==> src/rtl/upbus_pkg.sv <==
// Shared widths, default error data and FSM encoding for the upbus transaction sequencer.
package upbus_pkg;

  localparam int unsigned AW  = 24;
  localparam int unsigned DW  = 32;
  localparam int unsigned PAW = 12;

  localparam logic [DW-1:0] ERR_DATA_DEF = 32'hBADB_AD00;

  localparam logic [1:0] ST_IDLE   = 2'd0;
  localparam logic [1:0] ST_DECODE = 2'd1;
  localparam logic [1:0] ST_ACCESS = 2'd2;
  localparam logic [1:0] ST_DONE   = 2'd3;

  typedef enum logic [1:0] {
    StIdle   = ST_IDLE,
    StDecode = ST_DECODE,
    StAccess = ST_ACCESS,
    StDone   = ST_DONE
  } state_e;

endpackage

==> src/rtl/upbus_dec.sv <==
// Base-address decoder: matches addr_hi_i against every part base, lowest index wins.
module upbus_dec
  import upbus_pkg::*;
#(
  parameter int unsigned          NPART = 4,
  parameter logic [NPART*PAW-1:0] BASE  = {12'h100, 12'h0f0, 12'h000, 12'hf00},
  parameter int unsigned          IdxW  = (NPART > 1) ? $clog2(NPART) : 1
) (
  input  logic [PAW-1:0]   addr_hi_i,
  output logic             hit_o,
  output logic [NPART-1:0] hit_oh_o,
  output logic [IdxW-1:0]  hit_idx_o
);

  always_comb begin
    hit_o     = 1'b0;
    hit_idx_o = '0;
    hit_oh_o  = '0;
    // Descending scan so the lowest matching index is the last one written.
    for (int i = int'(NPART) - 1; i >= 0; i--) begin
      if (addr_hi_i == BASE[i*PAW +: PAW]) begin
        hit_o     = 1'b1;
        hit_idx_o = IdxW'(i);
      end
    end
    if (hit_o) begin
      hit_oh_o[hit_idx_o] = 1'b1;
    end
  end

endmodule

==> src/rtl/upbus_seq.sv <==
// Registered, timeout-protected sequencer from the external CPU bus onto NPART part buses.
// Optional UPBUS_ERRCNT_EN adds a saturating err_cnt output counting timeout/unmapped events.
module upbus_seq
  import upbus_pkg::*;
#(
  parameter int unsigned          NPART    = 4,
  parameter logic [NPART*PAW-1:0] BASE     = {12'h100, 12'h0f0, 12'h000, 12'hf00},
  parameter int unsigned          TMO_W    = 8,
  parameter logic [TMO_W-1:0]     TMO_MAX  = 8'd200,
  parameter logic [DW-1:0]        ERR_DATA = ERR_DATA_DEF
) (
  input  logic                clk,
  input  logic                rst,
  input  logic [AW-1:0]       eupa,
  input  logic                eupce_,
  input  logic                euprnw,
  input  logic [DW-1:0]       eupdi,
  output logic [DW-1:0]       eupdo,
  output logic                eupack,
  output logic [NPART-1:0]    upce_,
  output logic [PAW-1:0]      upa,
  output logic [DW-1:0]       updi,
  output logic                uprnw,
  input  logic [NPART*DW-1:0] updo,
  input  logic [NPART-1:0]    upack,
  output logic                tmo_err,
  output logic                map_err,
  output logic [AW-1:0]       err_addr,
  input  logic                err_clr
`ifdef UPBUS_ERRCNT_EN
  ,
  output logic [15:0]         err_cnt
`endif
);

  localparam int unsigned IdxW = (NPART > 1) ? $clog2(NPART) : 1;

  state_e           state_q, state_d;
  logic [AW-1:0]    addr_q, addr_d;
  logic [IdxW-1:0]  sel_q, sel_d;
  logic [TMO_W-1:0] wd_q, wd_d;
  logic [DW-1:0]    eupdo_q, eupdo_d, updi_q, updi_d;
  logic             eupack_q, eupack_d, uprnw_q, uprnw_d;
  logic [NPART-1:0] upce_q, upce_d;
  logic [PAW-1:0]   upa_q, upa_d;
  logic             tmo_err_q, tmo_err_d, map_err_q, map_err_d;
  logic [AW-1:0]    err_addr_q, err_addr_d;
  logic             tmo_set, map_set;

  logic             hit;
  logic [NPART-1:0] hit_oh;
  logic [IdxW-1:0]  hit_idx;

  upbus_dec #(
    .NPART (NPART),
    .BASE  (BASE),
    .IdxW  (IdxW)
  ) u_dec (
    .addr_hi_i (addr_q[AW-1:PAW]),
    .hit_o     (hit),
    .hit_oh_o  (hit_oh),
    .hit_idx_o (hit_idx)
  );

  always_comb begin
    state_d  = state_q;
    addr_d   = addr_q;
    sel_d    = sel_q;
    wd_d     = wd_q;
    eupdo_d  = eupdo_q;
    eupack_d = eupack_q;
    upce_d   = upce_q;
    upa_d    = upa_q;
    updi_d   = updi_q;
    uprnw_d  = uprnw_q;
    tmo_set  = 1'b0;
    map_set  = 1'b0;
    unique case (state_q)
      StIdle: begin
        if (!eupce_) begin
          addr_d  = eupa;
          upa_d   = eupa[PAW-1:0];
          updi_d  = eupdi;
          uprnw_d = euprnw;
          state_d = StDecode;
        end
      end
      StDecode: begin
        if (eupce_) begin
          state_d = StIdle;
        end else if (hit) begin
          sel_d   = hit_idx;
          upce_d  = ~hit_oh;
          wd_d    = '0;
          state_d = StAccess;
        end else begin
          map_set  = 1'b1;
          eupdo_d  = uprnw_q ? ERR_DATA : '0;
          eupack_d = 1'b1;
          state_d  = StDone;
        end
      end
      StAccess: begin
        // Abort beats ack; ack beats the terminal watchdog cycle.
        if (eupce_) begin
          upce_d  = '1;
          state_d = StIdle;
        end else if (upack[sel_q]) begin
          eupdo_d  = uprnw_q ? updo[sel_q*DW +: DW] : '0;
          upce_d   = '1;
          eupack_d = 1'b1;
          state_d  = StDone;
        end else if (wd_q == TMO_MAX) begin
          tmo_set  = 1'b1;
          eupdo_d  = uprnw_q ? ERR_DATA : '0;
          upce_d   = '1;
          eupack_d = 1'b1;
          state_d  = StDone;
        end else if (wd_q != '1) begin
          wd_d = wd_q + 1'b1;
        end
      end
      StDone: begin
        if (eupce_) begin
          eupack_d = 1'b0;
          eupdo_d  = '0;
          state_d  = StIdle;
        end
      end
      default: state_d = StIdle;
    endcase

    tmo_err_d  = err_clr ? 1'b0 : (tmo_err_q | tmo_set);
    map_err_d  = err_clr ? 1'b0 : (map_err_q | map_set);
    err_addr_d = err_clr ? '0 : ((tmo_set | map_set) ? addr_q : err_addr_q);
  end

  always_ff @(posedge clk) begin
    if (rst) begin
      state_q    <= StIdle;
      addr_q     <= '0;
      sel_q      <= '0;
      wd_q       <= '0;
      eupdo_q    <= '0;
      eupack_q   <= 1'b0;
      upce_q     <= '1;
      upa_q      <= '0;
      updi_q     <= '0;
      uprnw_q    <= 1'b1;
      tmo_err_q  <= 1'b0;
      map_err_q  <= 1'b0;
      err_addr_q <= '0;
    end else begin
      state_q    <= state_d;
      addr_q     <= addr_d;
      sel_q      <= sel_d;
      wd_q       <= wd_d;
      eupdo_q    <= eupdo_d;
      eupack_q   <= eupack_d;
      upce_q     <= upce_d;
      upa_q      <= upa_d;
      updi_q     <= updi_d;
      uprnw_q    <= uprnw_d;
      tmo_err_q  <= tmo_err_d;
      map_err_q  <= map_err_d;
      err_addr_q <= err_addr_d;
    end
  end

  assign eupdo    = eupdo_q;
  assign eupack   = eupack_q;
  assign upce_    = upce_q;
  assign upa      = upa_q;
  assign updi     = updi_q;
  assign uprnw    = uprnw_q;
  assign tmo_err  = tmo_err_q;
  assign map_err  = map_err_q;
  assign err_addr = err_addr_q;

`ifdef UPBUS_ERRCNT_EN
  logic [15:0] err_cnt_q, err_cnt_d;

  always_comb begin
    err_cnt_d = err_cnt_q;
    if (err_clr) begin
      err_cnt_d = '0;
    end else if ((tmo_set | map_set) && (err_cnt_q != 16'hFFFF)) begin
      err_cnt_d = err_cnt_q + 16'd1;
    end
  end

  always_ff @(posedge clk) begin
    if (rst) begin
      err_cnt_q <= '0;
    end else begin
      err_cnt_q <= err_cnt_d;
    end
  end

  assign err_cnt = err_cnt_q;
`endif

endmodule
==> config.mk <==
export PLATFORM = sky130hd
export DESIGN_NAME = upbus_seq
export DESIGN_NICKNAME = d
export VERILOG_FILES = /design/src/rtl/upbus_pkg.sv /design/src/rtl/upbus_dec.sv /design/src/rtl/upbus_seq.sv
export SDC_FILE = /design/constraint.sdc
export NUM_CORES = 1
export LEC_CHECK = 0
export CAP_MARGIN = 25
export CORE_UTILIZATION = 32
export CTS_CLUSTER_SIZE = 28
export DETAILED_ROUTE_END_ITERATION = 7
export PLACE_DENSITY = 0.63
export SLEW_MARGIN = 0
export SYNTH_ARGS = -nofsm -noshare
export SYNTH_HDL_FRONTEND = slang
export SYNTH_SLANG_ARGS = --single-unit
==> constraint.sdc <==
create_clock -name clk -period 2.44 [get_ports clk]
set_input_delay 0.366 -clock clk [delete_from_list [all_inputs] [get_ports clk]]
set_output_delay 0.366 -clock clk [all_outputs]
set_load 0.1 [all_outputs]
# ---- After elaboration in Yosys (flattened, before gate mapping)
# Cells that the tools add are included.
dict set report op_classes {
  add_sub_neg 1
  magnitude_cmp 3
  n_eq_ne 19
  shift 1
  mux 57
  bitwise_logic 5
  n_reduce_logical 12
}
# op n
set op_table {}
lappend op_table {{32-bit two-way mux} 8}
lappend op_table {{128-bit by 8-bit indexed part select with 32-bit output} 1}
lappend op_table {{32-bit case mux with 3 select lines} 1}
lappend op_table {{8-bit two-way mux} 6}
lappend op_table {{4-bit two-way mux} 6}
lappend op_table {{1-bit two-way mux} 20}
lappend op_table {{2-bit two-way mux} 10}
lappend op_table {{2-bit inequality test (second input constant)} 9}
lappend op_table {{8-bit case mux with 2 select lines} 1}
lappend op_table {{12-bit == test (second input constant)} 1}
lappend op_table {{12-bit by 8-bit == test with 1-bit output (second input constant)} 1}
lappend op_table {{12-bit by 9-bit == test with 1-bit output (second input constant)} 1}
lappend op_table {{12-bit logical NOT} 1}
lappend op_table {{8-bit by 1-bit adder with 8-bit output (second input constant)} 1}
lappend op_table {{8-bit == test (second input constant)} 1}
lappend op_table {{8-bit inequality test (second input constant)} 1}
lappend op_table {{2-bit case mux with 4 select lines} 1}
lappend op_table {{4-bit case mux with 2 select lines} 1}
lappend op_table {{7-bit AND reduction} 1}
lappend op_table {{2-bit by 3-bit less-than comparator with 1-bit output (second input constant)} 2}
lappend op_table {{3-bit AND reduction} 2}
lappend op_table {{6-bit AND reduction} 1}
lappend op_table {{2-bit == test (second input constant)} 2}
lappend op_table {{4-bit inequality test (second input constant)} 1}
lappend op_table {{16 further kinds} 18}
dict set report word_totals {
  regBits 144
  inputBits 193
  out_inout_bits 108
  elab_cells 111
}

# ---- Longest topological paths before layout
# Gate-level depths: netlist (run 1).
dict set report depth {
  depth_word 14
  mapped_depth 9
}

# ---- Modules after synthesis
# A second synthesis (run 1) with hierarchy kept.
dict set report unflattened {
  hier_cells 689
  area_unflattened_um2 6206.0
}
# mod n_inst cells_per_inst area_each_um2
set modules_own_cells {}
lappend modules_own_cells {upbus_seq 1 673 6099.6}
lappend modules_own_cells {upbus_dec 1 16 106.4}

# ---- Worst setup path after synthesis (run 1)
# Ideal clock, no wire load.
dict set report synth_timing {
  kind {register -> register}
  start {reg uprnw_q, in the netlist uprnw}
  end {reg eupdo_q[12], in the netlist eupdo[12]}
  setup_ps 61
  arrival_time_ps 2262
  required_ps 2379
  slack_ps 117
  stages_incl_launch_ff 6
  n_path_buf 1
  period_less_slack_ps 2323
  cell_sequence {dfxtp_1 > nand2_1 > nor3b_2 > clkbuf_1 > o211a_1 > a31o_2}
}
dict set report synth_via {
  elab_chain_cells 4
}
# element line_no
set synth_lines {}
lappend synth_lines {{from (decl)} upbus_seq.sv:43} ;# logic eupack_q, eupack_d, uprnw_q, uprnw_d;
lappend synth_lines {{from (signal assigned)} upbus_seq.sv:163} ;# uprnw_q <= uprnw_d;
lappend synth_lines {{32-bit two-way mux} upbus_seq.sv:109} ;# eupdo_d = uprnw_q ? updo[sel_q*DW +: DW] : '0;
lappend synth_lines {{32-bit two-way mux} upbus_seq.sv:108} ;# end else if (upack[sel_q]) begin
lappend synth_lines {{32-bit two-way mux} upbus_seq.sv:105} ;# if (eupce_) begin
lappend synth_lines {{32-bit case mux with 3 select lines} upbus_seq.sv:78} ;# unique case (state_q)
lappend synth_lines {{to (signal assigned)} upbus_seq.sv:158} ;# eupdo_q <= eupdo_d;
lappend synth_lines {{to (decl)} upbus_seq.sv:42} ;# logic [DW-1:0] eupdo_q, eupdo_d, updi_q, updi_d;
# No other way between the ends. The select of a mux whose other input is x is not followed.
# A chain may end at the register's enable or synchronous reset.

# ---- Final worst setup path (run 1)
dict set report layout_timing {
  start {reg addr_q[16]}
  end {reg err_addr_q[16], in the netlist err_addr[16]}
}
dict set report layout_via {
  elab_chain_cells 9
}
# element line_no
set layout_lines {}
lappend layout_lines {{from (decl)} upbus_seq.sv:39} ;# logic [AW-1:0] addr_q, addr_d;
lappend layout_lines {{from (signal assigned)} upbus_seq.sv:155} ;# addr_q <= addr_d;
lappend layout_lines {{12-bit by 9-bit == test with 1-bit output} upbus_dec.sv:21} ;# if (addr_hi_i == BASE[i*PAW +: PAW]) begin
lappend layout_lines {{1-bit two-way mux (4 in series)} upbus_dec.sv:21}
lappend layout_lines {{1-bit two-way mux} upbus_seq.sv:91} ;# end else if (hit) begin
lappend layout_lines {{1-bit two-way mux} upbus_seq.sv:89} ;# if (eupce_) begin
lappend layout_lines {{1-bit two-way mux} upbus_seq.sv:78}
lappend layout_lines {{1-bit OR} upbus_seq.sv:135} ;# err_addr_d = err_clr ? '0 : ((tmo_set | map_set) ? addr_q : err_addr_q);
lappend layout_lines {{to (signal assigned)} upbus_seq.sv:166} ;# err_addr_q <= err_addr_d;
lappend layout_lines {{to (decl)} upbus_seq.sv:47} ;# logic [AW-1:0] err_addr_q, err_addr_d;
# Several ways; a longest one is shown, not always the timed one.

==> summary.txt, run 1 <==
Initial antenna violation count -> 0
Hold Vio Cnt, Final -> 0
Max transition margin -> 57.8%
Initial Util -> 32.6%
Layout area overhead -> 57.6%
Crit-path max FO -> 25
Largest net degree at the start of global routing -> 58
Final setup vio count -> 0
Final nets -> 1146
Crit end category -> register
Power, Total -> 6.39 mW
Cell variety after synth -> 54
Routability-driven placement congestion ratio -> 0.808
TritonCTS sink count -> 132
Full die area -> 20300 sq um
Pre-antenna DRT Iters -> 5
Final hold slack -> 0.455 ns
Syn nets -> 872
Reg2reg path depth -> 6
Drt via density -> 5.14
Share of the synthesized area in the top cell type -> 41.8%
DRC errors left -> 0
CTS tree -> built
Worst slew pin tran -> 0.633 ns
Post-synth top area cell -> dfxtp_1
Leakage power total -> 4.06 nW
CTS HTree Levels -> 4
Core Region -> 19400 sq um
Setup bufs post-CTS -> 0
Status -> finished, final reports clean
Post-synthesis sequential area ratio -> 41.8%
Vias in the first global route -> 5932
CP cell instances -> nor4_1, o211ai_1, and3_4, buf_4, o21ai_0, a21oi_1
Avg Synthesized Cell Area -> 9.34 sq um
Clock skew -> 0.0111 ns
Syn Inst Count -> 677
Post_cts resized -> 0
Ports -> 301
Asr flop ratio synth -> 0%
Root Buffer -> clkbuf_16
# hold bufs at CTS -> 0
Worst-path clk slew -> 0.06 ns
PD cells -> 642 nW/um^2
Largest stage delay, worst path -> 0.50 ns
Synthesis-stage register bit count -> 132
R2R Setup Slk -> 0.22 ns
Routed vias -> 6306
Tmin final -> 2.22 ns
Yosys Warn Count -> 0
Avg WL per Cell -> 17.6 um
Most common cell in the synthesized netlist -> dfxtp_1
Hold WC Path Type -> register to register
First-pass GRT wire length -> 32300 um
Max frequency -> 450 MHz
Final cycle utilization of the critical path -> 91.1%
Startpoint types -> register
Antenna cells -> 0
Post-synthesis cell area -> 6320 sq um
RSZ-0062 raised after global routing -> no
Req. time, crit path -> 2.72 ns
Top post-synthesis cells by area -> dfxtp_1 (42%), mux4_2 (11%), a21oi_1 (7.4%), nand2_1 (7.2%), o311a_1 (2.7%)
Max-cap violations -> 0
Post-synth top flop -> dfxtp_1
PortBufs -> 300
Post-synth EDFFs -> 0
TritonCTS Buffers -> 17
Die Ht -> 143 um
Critical-path top delay cell -> nor4_1
Layout cells sized above 1 -> 24.5%
Worst skew pair latency -> 0.42 ns
WL final -> 21600 um
GRT Total Usage -> 20.8%
Std cell rows -> 51
Final Slew Violations -> 0
Hpwl dp -> 15700 um
Crit Path Category -> register to register
Antenna Nets Post-Route -> 0
Number of cells on the worst hold path -> 2
Chip Width -> 143 um
Crit path arrival time -> 2.50 ns
Maximum VDD drop -> 0.495 mV
Synth top cells by count -> dfxtp_1 (132), nand2_1 (122), a21oi_1 (94), clkbuf_1 (43)
DR iter-0 viols -> 272
Global route total overflow -> 0
Fillers -> 1857
Clk buf depth -> 2
-- kinds of logic (layout without fill, tap and decap cells) --
logic type               after synthesis  after routing  synth area share [%]
AO/OA/AOI/OAI                        207            207                  22.4
adder cells (fa/ha/maj)                2              2                 0.396
buffers and inverters                 82            367                  6.57
flip-flops                           132            132                  41.8
multiplexers                          34             34                  12.0
AND/OR/NAND/NOR                      220            220                  16.8
-- flip-flops by register name (all words and copies together), names as in the netlist --
register / count
upce_: 4
tmo_err: 1
eupack: 1
updi: 32
state_q: 2
sel_q: 2
wd_q: 8
eupdo: 32
uprnw: 1
addr_q: 24
err_addr: 24
map_err: 1
-- metal layers --
layer / GRT usage [%] / vias up / share of wire [%]
met2: 34.7 / 243 / 48
met3: 7.20 / 16 / 9.6
met1: 25.1 / 3019 / 42
li1: - / 3028 / -
met4: 5.77 / 0 / 0.70
met5: 0 / - / 0
-- through the flow --
step / util (%) / setup slack, ns / instances / setup TNS, ns / area, sq um
floorplan: - / 0.117 / 677 / 0 / 6320
global placement: 48.1 / -0.119 / 1196 / -1.83 / 9330
detailed placement: 48.1 / -0.168 / 1196 / -2.69 / 9330
CTS: 51.3 / 0.164 / 1226 / 0 / 9950
global route: 51.4 / 0.0706 / 1227 / 0 / 9960
finish: 51.4 / 0.217 / 1227 / 0 / 9960
-- power by group --
part	total, mW	switching, mW	internal, mW
clock network	2.70	0.966	1.73
logic	1.39	0.858	0.532
registers	2.30	0.0588	2.24
total	6.39	1.88	4.51
-- worst max-delay path: cells and delay by family, from the launching register on --
| family | cells | cell delay, ns |
|---|---|---|
| simple gates | 2 | 0.87 |
| compound gates | 3 | 0.62 |
| flops | 1 | 0.34 |
| buf+inv | 1 | 0.26 |
-- layout by cell type, fill, tap and decap left out, drive strengths merged, types with 2 or more instances in the layout --
master | synthesis | layout
clkdlybuf4s50 | 0 | 191
buf | 33 | 142
dfxtp | 132 | 132
nand2 | 122 | 122
a21oi | 94 | 94
mux4 | 33 | 33
o21ai | 32 | 32
nand3 | 30 | 30
clkbuf | 45 | 19
nor2b | 17 | 17
o311a | 17 | 17
o211a | 16 | 16
a31o | 16 | 16
o221ai | 16 | 16
nor3 | 11 | 11
nor2 | 11 | 11
and3 | 6 | 6
nor4 | 6 | 6
inv | 4 | 6
bufinv | 0 | 4
nand2b | 4 | 4
o21a | 3 | 3
clkinvlp | 0 | 3
o211ai | 2 | 2
or2 | 2 | 2
ha | 2 | 2
clkinv | 0 | 2
or3 | 2 | 2
a2111oi | 2 | 2
nor3b | 2 | 2
-- path summary, 6_finish.rpt --
path	start	endpoint
setup / recovery	addr_q[16]	err_addr[16]
hold / removal	updi[4]	updi[4]
setup reg to reg	addr_q[16]	err_addr[16]
hold reg to reg	updi[4]	updi[4]
-- final cells by class --
cell class	instances	area (sq um)	share of cell area, %
flip-flops and latches	132	2650	26.5
multi-input cells	463	3270	32.8
clock inverters	11	178	1.78
repair buffers	333	3080	30.9
well taps	265	332	3.33
inverters	4	15.0	0.151
clock buffers	19	443	4.45
(Power assumes the default switching activity.)
==> run 2, diff against run 1 <==
Settings changed: SETUP_SLACK_MARGIN from default to 0.2.
Clock period 2.44 ns to 2.6 ns, I/O delays scaled along.
==> run 2 against run 1 <==
Setup slack better by 0.22 ns; combinational power is 6% lower; worst hold slack worse by 0.0021 ns; critical endpoint is now eupdo[30]; critical path depth is 1 higher; final area is 1.1% lower; critical path type unchanged; highest routed layer unchanged; flip-flop and latch count stayed put; utilization is 0.54 points lower.
==> summary.txt, run 2 (same netlist as run 1, synthesis figures left out) <==
Crit Path Category -> register to register
Ports -> 301 (unchanged)
Most frequent cells in the layout -> clkdlybuf4s50_1 (191), dfxtp_1 (130), buf_4 (125)
WL final -> 21500 um (-0.50%)
Final TNS setup -> 0 ns (unchanged)
R2R Setup Slk -> 0.44 ns (+0.22 ns)
Commonest non-fill, non-tap cell in the layout -> clkdlybuf4s50_1
Full die area -> 20300 sq um (unchanged)
Hold Vio Cnt, Final -> 0 (unchanged)
DR iter-0 viols -> 261 (-4.0%)
Max transition margin -> 56.3% (-1.4 points)
Die Ht -> 143 um (unchanged)
Final Slew Violations -> 0 (unchanged)
TritonCTS sink count -> 132 (unchanged)
Crit end category -> register
GRT Total Usage -> 20.9% (+0.19 points)
Final setup margin -> 0.442 ns (+0.225 ns)
Hpwl dp -> 15400 um (-1.4%)
Setup bufs post-CTS -> 0 (unchanged)
Worst-path clk slew -> 0.06 ns (about the same)
Max-cap violations -> 0 (unchanged)
Worst skew pair latency -> 0.42 ns (about the same)
Initial Util -> 32.6% (unchanged)
First-pass GRT wire length -> 32600 um (+0.98%)
Drt via density -> 5.08 (-1.1%)
Critical register-to-register path startpoint -> sel_q[0]
Std cell rows -> 51 (unchanged)
Req. time, crit path -> 2.91 ns (+0.19 ns)
# hold bufs at CTS -> 0 (unchanged)
Chip Width -> 143 um (unchanged)
Tmin final -> 2.16 ns (-0.0648 ns)
Startpoint types -> register
Clk buf depth -> 2 (unchanged)
Area of the multi-input gates -> 3280 sq um (+0.19%)
Reg area -> 2650 sq um (unchanged)
Max frequency -> 463 MHz (+3.0%)
Status -> finished, final reports clean
Hold WC Path Type -> register to register
Number of cells on the worst hold path -> 2 (unchanged)
Fillers -> 1870 (+0.70%)
Final cycle utilization of the critical path -> 83.0% (-8.1 points)
Final setup vio count -> 0 (unchanged)
Placed Cells -> 1188 (-0.67%)
Dpl ws -> -0.0502 ns (+0.118 ns)
Vias in the first global route -> 5922 (-0.17%)
Routed vias -> 6199 (-1.7%)
Layout cells sized above 1 -> 24.1% (-0.45 points)
Largest net degree at the start of global routing -> 58 (unchanged)
Crit path arrival time -> 2.46 ns (-0.04 ns)
Antenna Nets Post-Route -> 0 (unchanged)
Crit-path max FO -> 31 (+24%)
Pre-antenna DRT Iters -> 4 (-1)
Worst Hold End -> updi[8]
Root Buffer -> clkbuf_16
Routability-driven placement congestion ratio -> 0.809 (+0.20%)
Clock skew -> 0.00964 ns (-0.00148 ns)
Worst hold path startpoint -> updi[8]
PD cells -> 591 nW/um^2 (-7.8%)
Maximum VDD drop -> 0.444 mV (-10%)
Avg WL per Cell -> 17.6 um (about the same)
R2r endpoint -> eupdo[30]
TritonCTS Buffers -> 17 (unchanged)
Final hold slack -> 0.453 ns (-0.00214 ns)
DRC errors left -> 0 (unchanged)
Initial antenna violation count -> 0 (unchanged)
Global route total overflow -> 0 (unchanged)
Reg2reg path depth -> 7 (+1)
Leakage power total -> 4.01 nW (-1.4%)
Final cell count without fillers -> 1220 (-0.57%)
Worst slew pin tran -> 0.655 ns (+0.0214 ns)
RSZ-0062 raised after global routing -> no
PortBufs -> 300 (unchanged)
CTS tree -> built
Layout area overhead -> 55.9%
Final nets -> 1138 (-0.70%)
CTS HTree Levels -> 4 (unchanged)
Antenna cells -> 0 (unchanged)
Core Region -> 19400 sq um (unchanged)
==> run 2: layout make-up <==
class                   instances  share of cell area, %
well taps                     265                   3.36
clock inverters                13                   1.55
multi-input cells             463                   33.3
flip-flops and latches        132                   26.8
clock buffers                  18                   4.35
inverters                       4                  0.152
repair buffers                325                   30.5
==> run 2: metrics by stage <==
step | area (sq um) | power (mW) | util (%)
global route | 9860 | 6.06 | 50.8
finish | 9860 | 5.83 | 50.8
global placement | 9260 | 3.50 | 47.7
floorplan | 6320 | 3.00 | -
CTS | 9840 | 5.90 | 50.7
detailed placement | 9260 | 3.50 | 47.7
==> run 2: power by group <==
| part | switching (mW) | total (mW) | internal (mW) |
|---|---|---|---|
| registers | 0.0571 | 2.16 | 2.10 |
| logic | 0.804 | 1.30 | 0.492 |
| clock network | 0.947 | 2.37 | 1.42 |
| total | 1.81 | 5.83 | 4.02 |
==> run 2: repair_timing <==
item | 4_1_cts | 5_1_grt
endpoints found under the setup margin | 0 | 6
endpoints found under the hold margin | 0 | 0
gates resized for setup | 0 | 1
==> run 2: worst max-delay path by stage <==
stage | start | endpoint | slack [ns] | cells past startpoint
final | sel_q[0] | eupdo[30] | 0.44 | 7
after global routing | addr_q[12] | err_addr[14] | 0.34 | 6
after CTS | sel_q[0] | eupdo[3] | 0.36 | 5
after detailed placement | upack[3] | eupdo[3] | -0.05 | 6
after global placement | upack[3] | eupdo[14] | -0.02 | 6
after floorplan | uprnw | eupdo[12] | 0.28 | 5
==> run 2: per-layer routing <==
layer / GRT usage (%) / wire length (um) / vias to the layer above
met3: 7.00 / 1930 / 21
met4: 6.34 / 305 / 0
met1: 26.2 / 9330 / 2905
met5: 0 / 0 / -
met2: 34.0 / 9960 / 258
li1: - / - / 3015
==> run 2: worst max-delay path, stage by stage, from the launching register on <==
cell,delay [ns]
dfxtp_2,0.39
mux4_2,0.61
buf_4,0.19
a31oi_4,0.17
o31ai_4,0.09
buf_12,0.18
o211a_1,0.21
a31o_2,0.20
==> run 3, diff against run 2 <==
Clock period 2.6 ns to 2.2 ns, I/O delays scaled along.
==> run 3 against run 2 <==
Clock-buffer cell count is the same; clock power grew 26%; maximum frequency grew 3.4%; largest power group unchanged; critical endpoint is now err_addr[17]; register-to-register slack lost 0.33 ns; sequential power grew 19%; clock skew shrank 0.0010 ns; final area grew 3.2%; die area is the same.
==> summary.txt, run 3 (same netlist as run 1, synthesis figures left out) <==
Most frequent cells in the layout -> clkdlybuf4s50_1 (191), buf_4 (134), dfxtp_1 (129)
Largest net degree at the start of global routing -> 58 (unchanged)
Tmin final -> 2.09 ns (-0.0718 ns)
Int Power -> 5.01 mW (+25%)
Fillers -> 1874 (+0.21%)
Worst skew pair latency -> 0.41 ns (about the same)
Layout cells sized above 1 -> 27.2% (+3.1 points)
PortBufs -> 300 (unchanged)
Comb pwr share -> 22.0% (-0.2 points)
Maximum VDD drop -> 0.512 mV (+15%)
CP bufs+invs -> 1 (-1)
Crit-path max FO -> 24 (-23%)
Vias in the first global route -> 6046 (+2.1%)
Chip Width -> 143 um (unchanged)
Final hold slack -> 0.277 ns (-0.177 ns)
RSZ-0062 raised after global routing -> yes
Power, Total -> 7.11 mW (+22%)
Clock skew -> 0.00863 ns (-0.00101 ns)
Worst hold path startpoint -> rst
Drt via density -> 5.14 (+1.1%)
Final nets -> 1152 (+1.2%)
Antenna Nets Post-Route -> 0 (unchanged)
Root Buffer -> clkbuf_16
Commonest non-fill, non-tap cell in the layout -> clkdlybuf4s50_1
Area of the multi-input gates -> 3370 sq um (+2.8%)
Ports -> 301 (unchanged)
Crit end category -> register
Core Region -> 19400 sq um (unchanged)
Initial antenna violation count -> 1 (+1)
Sw frac -> 29.5% (-1.5 points)
Final cell count without fillers -> 1234 (+1.1%)
First-pass GRT wire length -> 33300 um (+2.1%)
Max transition margin -> 53.5% (-2.8 points)
CTS HTree Levels -> 4 (unchanged)
Hold WC Path Type -> primary input to register
Reg2reg path depth -> 6 (-1)
Global route total overflow -> 0 (unchanged)
GRT Total Usage -> 21.4% (+0.44 points)
Final setup vio count -> 0 (unchanged)
Pre-antenna DRT Iters -> 5 (+1)
Critical register-to-register path startpoint -> sel_q[0]
Routed vias -> 6340 (+2.3%)
Hold Vio Cnt, Final -> 0 (unchanged)
NetSw -> 2.10 mW (+16%)
Req. time, crit path -> 2.47 ns (-0.44 ns)
Largest stage delay, worst path -> 0.62 ns (about the same)
Crit Path Category -> register to register
Worst-path clk slew -> 0.06 ns (about the same)
Final TNS setup -> 0 ns (unchanged)
TritonCTS Buffers -> 17 (unchanged)
Initial Util -> 32.6% (unchanged)
DR iter-0 viols -> 336 (+29%)
DRC errors left -> 0 (unchanged)
PD cells -> 699 nW/um^2 (+18%)
Reg area -> 2650 sq um (+0.14%)
Stages on the worst setup path -> 6 (-1)
Flop pwr share -> 35.9% (-1.2 points)
Die Ht -> 143 um (unchanged)
Max frequency -> 479 MHz (+3.4%)
CTS tree -> built
Final cycle utilization of the critical path -> 94.8% (+12 points)
Routability-driven placement congestion ratio -> 0.839 (+3.7%)
Final setup margin -> 0.114 ns (-0.328 ns)
Worst Hold End -> sel_q[1]
Std cell rows -> 51 (unchanged)
Final Slew Violations -> 0 (unchanged)
Number of cells on the worst hold path -> 2 (unchanged)
Critical-path top delay cell -> mux4_2
Startpoint types -> register
CP delay by family, top -> simple AND/OR/NAND/NOR gates
Hpwl dp -> 15900 um (+2.9%)
Crit path arrival time -> 2.36 ns (-0.10 ns)
Max-cap violations -> 0 (unchanged)
Status -> finished, final reports clean
Clk buf depth -> 2 (unchanged)
Leakage power total -> 4.12 nW (+2.8%)
Worst slew pin tran -> 0.697 ns (+0.0423 ns)
Placed Cells -> 1194 (+0.51%)
Dpl ws -> -0.302 ns (-0.252 ns)
Clock network fraction of total power -> 42.0% (+1.3 points)
Layout area overhead -> 60.9%
R2r endpoint -> err_addr[17]
TritonCTS sink count -> 132 (unchanged)
WL final -> 22200 um (+3.1%)
CP cell instances -> mux4_2, nand2b_4, or3b_4, buf_12, nand3_1, a21oi_1
R2R Setup Slk -> 0.11 ns (-0.33 ns)
Avg WL per Cell -> 18.0 um (+2.0%)
Full die area -> 20300 sq um (unchanged)
[run 3: final cells by class]
type	count	area share, %
multi-input cells	463	33.1
flip-flops and latches	132	26.0
well taps	265	3.26
repair buffers	339	31.3
inverters	4	0.148
clock buffers	18	4.32
diodes	1	0.0246
clock inverters	12	1.78
[run 3: routing by layer]
layer / part of all wire [%] / up-vias / global-route usage (%)
li1: - / 3037 / -
met1: 41 / 3032 / 25.9
met2: 49 / 255 / 36.3
met3: 9.1 / 16 / 6.70
met4: 1.3 / 0 / 6.11
met5: 0 / - / 0
[run 3: what timing repair did]
item                                    CTS  global route
hold buffers                              0             0
setup buffers                             2             6
cloned                                    0             1
pin swaps                                 1            13
endpoints found under the setup margin   48            64
resized for setup                         5            16
[run 3: power by group through the flow]
stage	Sequential (mW)	Combinational [mW]	Clock (mW)
final	2.56	1.57	2.99
after global placement	2.60	1.55	0
after detailed placement	2.61	1.55	0
after floorplan	3.06	0.484	0
after global routing	2.57	1.65	3.18
after CTS	2.56	1.56	3.06
[run 3: worst max-delay path by stage]
stage | startpoint | end
floorplan | sel_q[0] | err_addr[11]
global placement | upack[1] | eupdo[12]
detailed placement | upack[1] | eupdo[5]
CTS | sel_q[0] | err_addr[17]
global route | sel_q[0] | err_addr[18]
finish | sel_q[0] | err_addr[17]
[run 3: through the flow]
stage | area, sq um | utilization, %
6_report | 10200 | 52.5
5_1_grt | 10200 | 52.5
4_1_cts | 10000 | 51.6
2_1_floorplan | 6350 | -
3_3_place_gp | 9370 | 48.3
3_5_place_dp | 9370 | 48.3
